--- src/rtl/serial_comparator_ctrl_pkg.sv ---
// serial_comparator_ctrl_pkg: state and result encodings shared by the serial comparator and its consumers
package serial_comparator_ctrl_pkg;
  typedef enum logic [1:0] {
    ST_IDLE    = 2'd0,
    ST_COMPARE = 2'd1,
    ST_DONE    = 2'd2
  } state_t;
  typedef enum logic [1:0] {
    RES_EQ = 2'd0,
    RES_GT = 2'd1,
    RES_LT = 2'd2
  } res_t;
endpackage

--- src/rtl/onebit_comparator.sv ---
// onebit_comparator: single-bit magnitude compare cell
module onebit_comparator (
  input  logic x,
  input  logic y,
  output logic g,
  output logic l,
  output logic e
);
  assign g = x & ~y;
  assign l = ~x & y;
  assign e = ~(x ^ y);
endmodule

--- src/rtl/serial_comparator_ctrl.sv ---
// serial_comparator_ctrl: MSB-first bit-serial magnitude compare, stopping at the first differing bit
module serial_comparator_ctrl
  import serial_comparator_ctrl_pkg::*;
#(
  parameter int WIDTH = 8
) (
  input  logic                       clk,
  input  logic                       rst,
  input  logic                       start,
  input  logic [WIDTH-1:0]           a,
  input  logic [WIDTH-1:0]           b,
  output logic                       busy,
  output logic                       done,
  output logic                       gt,
  output logic                       lt,
  output logic                       eq,
  output logic [$clog2(WIDTH):0]     cmp_cycles
);
  localparam int IDXW = $clog2(WIDTH);
  state_t state, state_nx;
  logic [WIDTH-1:0] a_q, b_q;
  logic [IDXW-1:0] idx;
  logic [IDXW:0] cnt;
  logic g, l, e, fin;
  onebit_comparator u_cell (
    .x(a_q[idx]),
    .y(b_q[idx]),
    .g(g),
    .l(l),
    .e(e)
  );
  // a mismatch or the last bit both end the walk, so idx never wraps
  assign fin = g | l | (idx == '0);
  always_ff @(posedge clk or posedge rst) begin
    if (rst) state <= ST_IDLE;
    else     state <= state_nx;
  end
  always_comb begin
    state_nx = (state == ST_IDLE)    ? (start ? ST_COMPARE : ST_IDLE) :
               (state == ST_COMPARE) ? (fin ? ST_DONE : ST_COMPARE) :
                                       ST_IDLE;
  end
  always_comb begin
    busy = state != ST_IDLE;
    done = state == ST_DONE;
  end
  always_ff @(posedge clk or posedge rst) begin
    if (rst) begin
      a_q        <= '0;
      b_q        <= '0;
      idx        <= '0;
      cnt        <= '0;
      gt         <= 1'b0;
      lt         <= 1'b0;
      eq         <= 1'b0;
      cmp_cycles <= '0;
    end else if (state == ST_IDLE && start) begin
      a_q <= a;
      b_q <= b;
      idx <= IDXW'(WIDTH - 1);
      cnt <= '0;
    end else if (state == ST_COMPARE) begin
      cnt <= cnt + 1'b1;
      if (fin) begin
        gt         <= g;
        lt         <= l;
        eq         <= e;
        cmp_cycles <= cnt + 1'b1;
      end else begin
        idx <= idx - 1'b1;
      end
    end
  end
endmodule

--- config.mk ---
export PLATFORM = sky130hd
export DESIGN_NAME = serial_comparator_ctrl
export DESIGN_NICKNAME = d
export VERILOG_FILES = /design/src/rtl/serial_comparator_ctrl_pkg.sv /design/src/rtl/onebit_comparator.sv /design/src/rtl/serial_comparator_ctrl.sv
export SDC_FILE = /design/constraint.sdc
export NUM_CORES = 1
export LEC_CHECK = 0
export ABC_CLOCK_PERIOD_IN_PS = 6790
export CAP_MARGIN = 10
export CORE_MARGIN = 2
export CORE_UTILIZATION = 30
export DETAILED_ROUTE_END_ITERATION = 7
export GPL_ROUTABILITY_DRIVEN = 0
export PLACE_DENSITY_LB_ADDON = 0.3
export SLEW_MARGIN = 20
export SYNTH_ARGS = -nofsm -noshare
export SYNTH_HDL_FRONTEND = slang
export SYNTH_SLANG_ARGS = --single-unit
--- constraint.sdc ---
create_clock -name clk -period 6.79 [get_ports clk]
set_input_delay 1.0185 -clock clk [delete_from_list [all_inputs] [get_ports clk]]
set_output_delay 1.0185 -clock clk [all_outputs]
set_load 0.02 [all_outputs]
==> report_table.html, run 1 <==
<table>
<tr><th>Metric</th><th>Value</th></tr>
<tr><th colspan="2">Run status</th></tr>
<tr><td>Result of the run</td><td>finished clean</td></tr>
<tr><th colspan="2">Setup path</th></tr>
<tr><td>Critical path cell sequence</td><td>or2_2 -&gt; clkdlybuf4s50_1</td></tr>
<tr><td>Crit path arrival time</td><td>1.61 ns</td></tr>
<tr><td>Crit Path Max Fanout</td><td>9</td></tr>
<tr><td>Logic depth of the worst register-to-register path</td><td>6</td></tr>
<tr><td>Kind of end point of the critical path</td><td>output pin</td></tr>
<tr><td>Launching element type of the critical path</td><td>flop</td></tr>
<tr><td>Cell with the biggest individual delay on the critical path</td><td>sky130_fd_sc_hd__clkdlybuf4s50_1</td></tr>
<tr><td>Worst setup path category</td><td>flop to output pin</td></tr>
<tr><td>Required time of the critical path</td><td>~5.8 ns</td></tr>
<tr><td>Category of cells accounting for the largest share of critical-path delay</td><td>buffers and inverters</td></tr>
<tr><td>Count of buffer and inverter cells on the critical path</td><td>1</td></tr>
<tr><td>Critical path depth in cells</td><td>2</td></tr>
<tr><td>Critical Path Max Stage Delay</td><td>approximately 0.54 ns</td></tr>
<tr><th colspan="2">Synth</th></tr>
<tr><td>Syn Inst Count</td><td>108</td></tr>
<tr><td>Flops &amp; latches, synth</td><td>32</td></tr>
<tr><td>Netlist Area Pre-Place</td><td>about 1500 µm²</td></tr>
<tr><td>Total number of yosys warnings</td><td>0</td></tr>
<tr><td>Average size of a mapped cell</td><td>14.01 µm²</td></tr>
<tr><td>Sequential cell area fraction in the yosys report</td><td>52.94%</td></tr>
<tr><td>Synth cell types</td><td>30</td></tr>
<tr><td>Total nets after synthesis</td><td>132</td></tr>
<tr><th colspan="2">STA</th></tr>
<tr><td>Setup TNS</td><td>0 ns</td></tr>
<tr><td>Max Transition Viols Final</td><td>0</td></tr>
<tr><td>Maximum clock frequency</td><td>0.3805 GHz</td></tr>
<tr><td>RSZ-0062 raised after global routing</td><td>false</td></tr>
<tr><td>Hold Fails Final Rpt</td><td>0</td></tr>
<tr><td>Final Critical Period</td><td>2.628 ns</td></tr>
<tr><td>Setup-failing EPs final</td><td>0</td></tr>
<tr><td>Max_slew headroom</td><td>72.95%</td></tr>
<tr><td>Actual transition at the worst max-transition pin</td><td>0.4057 ns</td></tr>
<tr><td>Worst Clk Skew</td><td>0.008616 ns</td></tr>
<tr><td>Period utilisation layout</td><td>38.71%</td></tr>
<tr><th colspan="2">Final layout</th></tr>
<tr><td>Number of diodes</td><td>0</td></tr>
<tr><td>Share of layout cells above drive strength 1</td><td>a little under a fifth</td></tr>
<tr><td>Final-stage net count</td><td>164</td></tr>
<tr><td>Number of fillers in the final layout</td><td>467</td></tr>
<tr><td>Cell area after layout</td><td>1924 µm²</td></tr>
<tr><td>Layout Area Growth over Synthesis</td><td>27.21%</td></tr>
<tr><td>Most frequent cells in the layout</td><td>sky130_fd_sc_hd__dfrtp_1, sky130_fd_sc_hd__clkdlybuf4s50_1, sky130_fd_sc_hd__mux2_1</td></tr>
<tr><td>Most common cell after layout, fill and taps aside</td><td>sky130_fd_sc_hd__dfrtp_1</td></tr>
<tr><th colspan="2">Job</th></tr>
<tr><td>Max-cap violations</td><td>0</td></tr>
<tr><th colspan="2">Global route</th></tr>
<tr><td>GR Util met2</td><td>18.23%</td></tr>
<tr><td>Layer with the highest usage after global routing</td><td>met2</td></tr>
<tr><td>Maximum number of pins on one net before global-route repair</td><td>33</td></tr>
<tr><td>Global-route wire length before repair</td><td>4636 µm</td></tr>
<tr><td>Number of global-route vias before repair</td><td>1,015</td></tr>
<tr><td>Initial antenna violation count</td><td>0</td></tr>
<tr><td>Total congestion overflow after global routing</td><td>0</td></tr>
<tr><td>Global-route usage over all layers</td><td>between 10% and 20%</td></tr>
<tr><td>Met1 layer usage reported by global route</td><td>13.50%</td></tr>
<tr><td>GR Layer Usage met3</td><td>4.150%</td></tr>
<tr><th colspan="2">Power and ir drop</th></tr>
<tr><td>Static leakage power</td><td>between 0.8 and 0.9 nW</td></tr>
<tr><td>Power density normalized to cell area</td><td>~450 nW/µm²</td></tr>
<tr><td>Highest ir drop seen on vdd</td><td>193.6 µV</td></tr>
<tr><th colspan="2">Clock network</th></tr>
<tr><td>Root Driver</td><td>sky130_fd_sc_hd__clkbuf_8</td></tr>
<tr><td>Buffers from clock root to sink, at most</td><td>2</td></tr>
<tr><td>CTS sink count</td><td>32</td></tr>
<tr><td>Clock buffer count from CTS</td><td>5</td></tr>
<tr><td>CTS tree</td><td>yes</td></tr>
<tr><td>Hold buffer count at cts</td><td>0</td></tr>
<tr><td>Max H-tree Level</td><td>2</td></tr>
<tr><td>Number of resized instances in the post-cts repair step</td><td>0</td></tr>
<tr><td>Clk pin slew, worst setup/hold paths</td><td>0.07 ns</td></tr>
<tr><td>Post-CTS setup buffer count</td><td>0</td></tr>
<tr><td>Clock insertion delay at the later pin of the skew report</td><td>0.28 ns</td></tr>
<tr><th colspan="2">Placed design</th></tr>
<tr><td>Cell area reported after detailed placement</td><td>1847 µm²</td></tr>
<tr><td>HPWL after detailed placement</td><td>2018 µm</td></tr>
<tr><td>Number of port buffers</td><td>27</td></tr>
<tr><th colspan="2">Worst hold path</th></tr>
<tr><td>Number of cells on the worst hold path</td><td>1</td></tr>
<tr><td>Hold Crit Class</td><td>flop to flop</td></tr>
<tr><th colspan="2">Die</th></tr>
<tr><td>Initial Util</td><td>around a third</td></tr>
<tr><td>Placement Rows</td><td>25</td></tr>
<tr><td>Number of top-level pins</td><td>28</td></tr>
<tr><td>Die Area</td><td>5627 µm²</td></tr>
<tr><td>Die outline height</td><td>75.01 µm</td></tr>
<tr><td>Die Span X</td><td>75.01 µm</td></tr>
<tr><td>Placeable core area</td><td>4786 µm²</td></tr>
<tr><th colspan="2">Routing</th></tr>
<tr><td>Via count of the routed design</td><td>roughly 930</td></tr>
<tr><td>Aggregate routed wire length</td><td>2700 µm</td></tr>
<tr><td>Violation count after the first detailed-route iteration</td><td>41</td></tr>
<tr><td>Number of remaining DRC errors</td><td>0</td></tr>
<tr><td>Routed vias/inst</td><td>4.498</td></tr>
<tr><td>Routed wire length per instance</td><td>13.04 µm</td></tr>
<tr><td>Number of nets with antenna violations after routing</td><td>0</td></tr>
<tr><td>Drt pass-1 iters</td><td>4</td></tr>
</table>
## power by group
group	switching, mW	internal [mW]	total [mW]
registers	0.0652	0.277	0.342
logic	0.174	0.208	0.382
clock network	0.0640	0.0695	0.134
## metrics by stage
stage	worst slack [ns]	util (%)	power, mW	hold slack, ns	instances
floorplan	4.575	-	0.6205	0.4524	108
global placement	4.338	38.59	0.7183	0.4686	200
detailed placement	4.275	38.59	0.7329	0.4757	200
CTS	4.156	40.21	0.8698	0.4902	207
global route	4.126	40.21	0.9200	0.5085	207
finish	4.162	40.21	0.8580	0.4836	207
## final timing paths
path / start / endpoint / slack, ns
max: state[0]$_DFF_PP0_ / busy / 4.16
min: a_q[7]$_DFFE_PP0P_ / a_q[7]$_DFFE_PP0P_ / 0.48
min in group asynchronous: rst / cmp_cycles[3]$_DFFE_PP0P_ / 1.14
max in group asynchronous: rst / cmp_cycles[1]$_DFFE_PP0P_ / 5.36
min reg2reg: a_q[7]$_DFFE_PP0P_ / a_q[7]$_DFFE_PP0P_ / 0.48
max reg2reg: idx[0]$_DFFE_PP0P_ / cmp_cycles[1]$_DFFE_PP0P_ / 4.29
## kinds of logic (layout without fill, tap and decap cells)
logic type                 Yosys count  in the layout  synth area share [%]
xor gates and xnor gates             2              2                 1.158
DFF                                 32             32                 52.94
buffers and inverters               10             42                 3.804
muxes                               31             31                 25.64
and+or+nand+nor                     21             21                 8.107
AOI/OAI and AO/OA                    7              7                 4.219
adders and majority gates            5              5                 4.136
## per-layer routing
layer,wire length (µm),vias to the layer above
li1,-,443
met1,1226,461
met2,1300,27
met3,172,0
met4,0,0
met5,0,-
## cell type report
type / instances / area (µm²) / area share (%)
Tap cell: 67 / 83.83 / 4.356
Multi-Input combinational cell: 66 / 654.4 / 34.01
Timing Repair Buffer: 29 / 285.3 / 14.82
Sequential cell: 32 / 800.8 / 41.61
Inverter: 6 / 22.52 / 1.170
Clock buffer: 6 / 72.57 / 3.771
Clock inverter: 1 / 5.005 / 0.2601
## synth_stat cells
cell | instances | area share [%]
sky130_fd_sc_hd__xnor2_1 | 1 | 0.58
sky130_fd_sc_hd__a311oi_1 | 1 | 0.58
sky130_fd_sc_hd__inv_1 | 6 | 1.5
sky130_fd_sc_hd__and4_1 | 1 | 0.58
sky130_fd_sc_hd__nand2b_2 | 1 | 0.58
sky130_fd_sc_hd__buf_6 | 2 | 1.5
sky130_fd_sc_hd__nor2b_1 | 2 | 0.83
sky130_fd_sc_hd__buf_4 | 1 | 0.50
sky130_fd_sc_hd__nor3b_2 | 1 | 0.83
sky130_fd_sc_hd__mux4_2 | 4 | 6.0
sky130_fd_sc_hd__o22a_1 | 1 | 0.58
sky130_fd_sc_hd__a22o_1 | 2 | 1.2
sky130_fd_sc_hd__buf_2 | 1 | 0.33
sky130_fd_sc_hd__nand2_1 | 3 | 0.74
sky130_fd_sc_hd__mux2i_1 | 5 | 3.3
sky130_fd_sc_hd__or3_1 | 1 | 0.41
sky130_fd_sc_hd__ha_1 | 5 | 4.1
sky130_fd_sc_hd__dfrtp_1 | 32 | 53
sky130_fd_sc_hd__mux2_2 | 10 | 7.4
sky130_fd_sc_hd__and2_1 | 1 | 0.41
sky130_fd_sc_hd__a21oi_4 | 1 | 1.1
sky130_fd_sc_hd__xor2_1 | 1 | 0.58
sky130_fd_sc_hd__o21bai_1 | 1 | 0.50
sky130_fd_sc_hd__nand2b_1 | 2 | 0.83
sky130_fd_sc_hd__o21ai_0 | 1 | 0.33
sky130_fd_sc_hd__mux2_1 | 12 | 8.9
sky130_fd_sc_hd__nand4_1 | 1 | 0.41
sky130_fd_sc_hd__nand3_1 | 4 | 1.3
sky130_fd_sc_hd__nor2_1 | 3 | 0.74
sky130_fd_sc_hd__or2_2 | 1 | 0.41
## registers in the layout (all words and copies together), names as in the netlist
name        flops
a_q             8
b_q             8
cmp_cycles      4
cnt             4
idx             3
state           2
eq              1
gt              1
lt              1
(Power assumes the default switching activity.)
==> run 2, diff against run 1 <==
ABC_CLOCK_PERIOD_IN_PS = 2360   (was 6790)
clock period = 2.36 ns   (was 6.79 ns; I/O delays follow)
==> run 2 against run 1 <==
Effect of this change: count of clock-buffer cells in the layout shrank 1; sequential cell count is the same; critical path type is now flop to flop; hold slack lost 0.015 ns; register-to-register slack lost 4.2 ns; highest routed layer is now met4; wire length shrank 4.3%.
==> report_table.html, run 2 (synthesized netlist as in run 1, its figures left out) <==
<table>
<tr><th>Metric</th><th>Value</th></tr>
<tr><th colspan="2">Clock network</th></tr>
<tr><td>Max H-tree Level</td><td>2</td></tr>
<tr><td>Clock buffer count from CTS</td><td>5</td></tr>
<tr><td>CTS tree</td><td>yes</td></tr>
<tr><td>Clock insertion delay at the later pin of the skew report</td><td>between 0.2 and 0.3 ns</td></tr>
<tr><td>CTS sink count</td><td>32</td></tr>
<tr><td>Buffers from clock root to sink, at most</td><td>2</td></tr>
<tr><td>Post-CTS setup buffer count</td><td>0</td></tr>
<tr><td>Clk pin slew, worst setup/hold paths</td><td>~0.060 ns</td></tr>
<tr><td>Root Driver</td><td>sky130_fd_sc_hd__clkbuf_8</td></tr>
<tr><td>Hold buffer count at cts</td><td>0</td></tr>
<tr><th colspan="2">Routing</th></tr>
<tr><td>Number of remaining DRC errors</td><td>0</td></tr>
<tr><td>Number of nets with antenna violations after routing</td><td>0</td></tr>
<tr><td>Routed vias/inst</td><td>between 4 and 5</td></tr>
<tr><td>Routed wire length per instance</td><td>about 12 µm</td></tr>
<tr><td>Aggregate routed wire length</td><td>2585 µm</td></tr>
<tr><td>Drt pass-1 iters</td><td>4</td></tr>
<tr><td>Via count of the routed design</td><td>approximately 950</td></tr>
<tr><td>Violation count after the first detailed-route iteration</td><td>15</td></tr>
<tr><th colspan="2">Setup path</th></tr>
<tr><td>Cell with the biggest individual delay on the critical path</td><td>sky130_fd_sc_hd__mux4_2</td></tr>
<tr><td>Crit path arrival time</td><td>2.38 ns</td></tr>
<tr><td>Reg-to-reg setup timing slack</td><td>~0.13 ns</td></tr>
<tr><td>Critical Path Max Stage Delay</td><td>between 0.5 and 0.6 ns</td></tr>
<tr><td>Category of cells accounting for the largest share of critical-path delay</td><td>multiplexers</td></tr>
<tr><td>Count of buffer and inverter cells on the critical path</td><td>1</td></tr>
<tr><td>Reg-to-Reg Start</td><td>idx[0]$_DFFE_PP0P_</td></tr>
<tr><td>Logic depth of the worst register-to-register path</td><td>6</td></tr>
<tr><td>Critical path cell sequence</td><td>mux4_2 -&gt; mux2i_2 -&gt; inv_1 -&gt; ha_4 -&gt; a21oi_4 -&gt; mux2_1</td></tr>
<tr><td>Launching element type of the critical path</td><td>flop</td></tr>
<tr><td>Worst setup path category</td><td>flop to flop</td></tr>
<tr><td>Crit Path Max Fanout</td><td>7</td></tr>
<tr><td>Required time of the critical path</td><td>2.51 ns</td></tr>
<tr><td>Kind of end point of the critical path</td><td>flop</td></tr>
<tr><td>R2r endpoint</td><td>gt$_DFFE_PP0P_</td></tr>
<tr><th colspan="2">Global route</th></tr>
<tr><td>Total congestion overflow after global routing</td><td>0</td></tr>
<tr><td>Global-route usage over all layers</td><td>10.61%</td></tr>
<tr><td>Global-route wire length before repair</td><td>4360 µm</td></tr>
<tr><td>Maximum number of pins on one net before global-route repair</td><td>33</td></tr>
<tr><td>Initial antenna violation count</td><td>0</td></tr>
<tr><td>Number of global-route vias before repair</td><td>952</td></tr>
<tr><th colspan="2">Final layout</th></tr>
<tr><td>Count of non-filler cells in the finished layout</td><td>210</td></tr>
<tr><td>Most common cell after layout, fill and taps aside</td><td>sky130_fd_sc_hd__dfrtp_1</td></tr>
<tr><td>Share of the core filled with cells in the final layout</td><td>41.41%</td></tr>
<tr><td>Sequential Area</td><td>roughly 800 µm²</td></tr>
<tr><td>Number of fillers in the final layout</td><td>453</td></tr>
<tr><td>Share of layout cells above drive strength 1</td><td>25.17%</td></tr>
<tr><td>Layout Area Growth over Synthesis</td><td>31.02%</td></tr>
<tr><td>Largest registers ranked by flip-flop count</td><td>a_q: 8 flops, b_q: 8 flops</td></tr>
<tr><td>Most frequent cells in the layout</td><td>sky130_fd_sc_hd__dfrtp_1, sky130_fd_sc_hd__clkdlybuf4s50_1, sky130_fd_sc_hd__mux2_1, sky130_fd_sc_hd__mux2_2, sky130_fd_sc_hd__buf_4</td></tr>
<tr><td>Area occupied by multi-input gates</td><td>roughly 680 µm²</td></tr>
<tr><td>Final-stage net count</td><td>169</td></tr>
<tr><td>Number of diodes</td><td>0</td></tr>
<tr><th colspan="2">STA</th></tr>
<tr><td>Final Critical Period</td><td>2.233 ns</td></tr>
<tr><td>Worst Clk Skew</td><td>0.002158 ns</td></tr>
<tr><td>Period utilisation layout</td><td>between 90% and 100%</td></tr>
<tr><td>Hold Fails Final Rpt</td><td>0</td></tr>
<tr><td>Max_slew headroom</td><td>73.47%</td></tr>
<tr><td>Worst setup slack after layout</td><td>0.1268 ns</td></tr>
<tr><td>Max Transition Viols Final</td><td>0</td></tr>
<tr><td>RSZ-0062 raised after global routing</td><td>false</td></tr>
<tr><td>Setup-failing EPs final</td><td>0</td></tr>
<tr><td>Actual transition at the worst max-transition pin</td><td>0.3979 ns</td></tr>
<tr><td>Maximum clock frequency</td><td>0.4478 GHz</td></tr>
<tr><td>Final worst hold slack</td><td>0.4686 ns</td></tr>
<tr><th colspan="2">Die</th></tr>
<tr><td>Die Area</td><td>5627 µm²</td></tr>
<tr><td>Die outline height</td><td>75.01 µm</td></tr>
<tr><td>Number of top-level pins</td><td>28</td></tr>
<tr><td>Placement Rows</td><td>25</td></tr>
<tr><td>Initial Util</td><td>31.61%</td></tr>
<tr><td>Die Span X</td><td>75.01 µm</td></tr>
<tr><td>Placeable core area</td><td>4786 µm²</td></tr>
<tr><th colspan="2">Run status</th></tr>
<tr><td>Result of the run</td><td>finished clean</td></tr>
<tr><th colspan="2">Power and ir drop</th></tr>
<tr><td>Highest ir drop seen on vdd</td><td>537.2 µV</td></tr>
<tr><td>Static leakage power</td><td>0.8751 nW</td></tr>
<tr><td>Power density normalized to cell area</td><td>1339 nW/µm²</td></tr>
<tr><th colspan="2">Placed design</th></tr>
<tr><td>Setup slack after placement</td><td>-0.004402 ns</td></tr>
<tr><td>HPWL after detailed placement</td><td>2011 µm</td></tr>
<tr><td>Inst Count DP</td><td>205</td></tr>
<tr><td>Number of port buffers</td><td>27</td></tr>
<tr><th colspan="2">Worst hold path</th></tr>
<tr><td>Hold Crit Class</td><td>input pin to asynchronous set/reset pin</td></tr>
<tr><th colspan="2">Job</th></tr>
<tr><td>Max-cap violations</td><td>0</td></tr>
</table>
## run 2: timing repair
action                     CTS  global route
setup endpoints to repair    5             6
gates resized for setup      1             5
gates cloned                 0             0
pin swaps                    0             1
## run 2: cell type report
type | instances | area share (%)
Tap cell | 67 | 4.230
Multi-Input combinational cell | 66 | 34.41
Clock buffer | 5 | 3.472
Inverter | 6 | 1.136
Timing Repair Buffer | 34 | 16.29
Sequential cell | 32 | 40.47
## run 2: worst max-delay path by stage
stage / from / slack (ns) / to / cells after the start
after global routing: idx[0]$_DFFE_PP0P_ / 0.03 / gt$_DFFE_PP0P_ / 5
final: idx[0]$_DFFE_PP0P_ / 0.13 / gt$_DFFE_PP0P_ / 6
after floorplan: idx[0]$_DFFE_PP0P_ / 0.15 / cmp_cycles[1]$_DFFE_PP0P_ / 7
after detailed placement: idx[0]$_DFFE_PP0P_ / -0.004 / gt$_DFFE_PP0P_ / 6
after global placement: idx[0]$_DFFE_PP0P_ / 0.08 / cmp_cycles[3]$_DFFE_PP0P_ / 6
after CTS: idx[0]$_DFFE_PP0P_ / 0.06 / gt$_DFFE_PP0P_ / 6
## run 2: power breakdown
| group | internal [mW] | total (mW) | switching, mW |
|---|---|---|---|
| Combinational | 0.768 | 1.32 | 0.549 |
| Clock | 0.189 | 0.355 | 0.165 |
| Sequential | 0.800 | 0.983 | 0.182 |
## run 2: metrics by stage
stage / total power [mW] / cell area, µm² / setup TNS (ns)
4_1_cts: 2.593 / 1954 / 0
3_3_place_gp: 2.179 / 1884 / 0
3_5_place_dp: 2.221 / 1884 / -0.005435
5_1_grt: 2.862 / 1982 / 0
6_report: 2.654 / 1982 / 0
2_1_floorplan: 1.785 / 1513 / 0
## run 2: per-layer routing
layer	track usage [%]	wire [µm]	vias up	part of all wire (%)
li1	-	-	453	-
met1	13.10	1190	457	46
met2	16.86	1187	30	46
met3	4.016	164	5	6.3
met4	4.167	42	0	1.6
met5	0	0	-	0
## run 2: worst register-to-register path: stages (launching register included)
cell and delay (ns):
sky130_fd_sc_hd__dfrtp_2 0.44, sky130_fd_sc_hd__mux4_2 0.53, sky130_fd_sc_hd__mux2i_2 0.18, sky130_fd_sc_hd__inv_1 0.10, sky130_fd_sc_hd__ha_4 0.23, sky130_fd_sc_hd__a21oi_4 0.27, sky130_fd_sc_hd__mux2_1 0.36
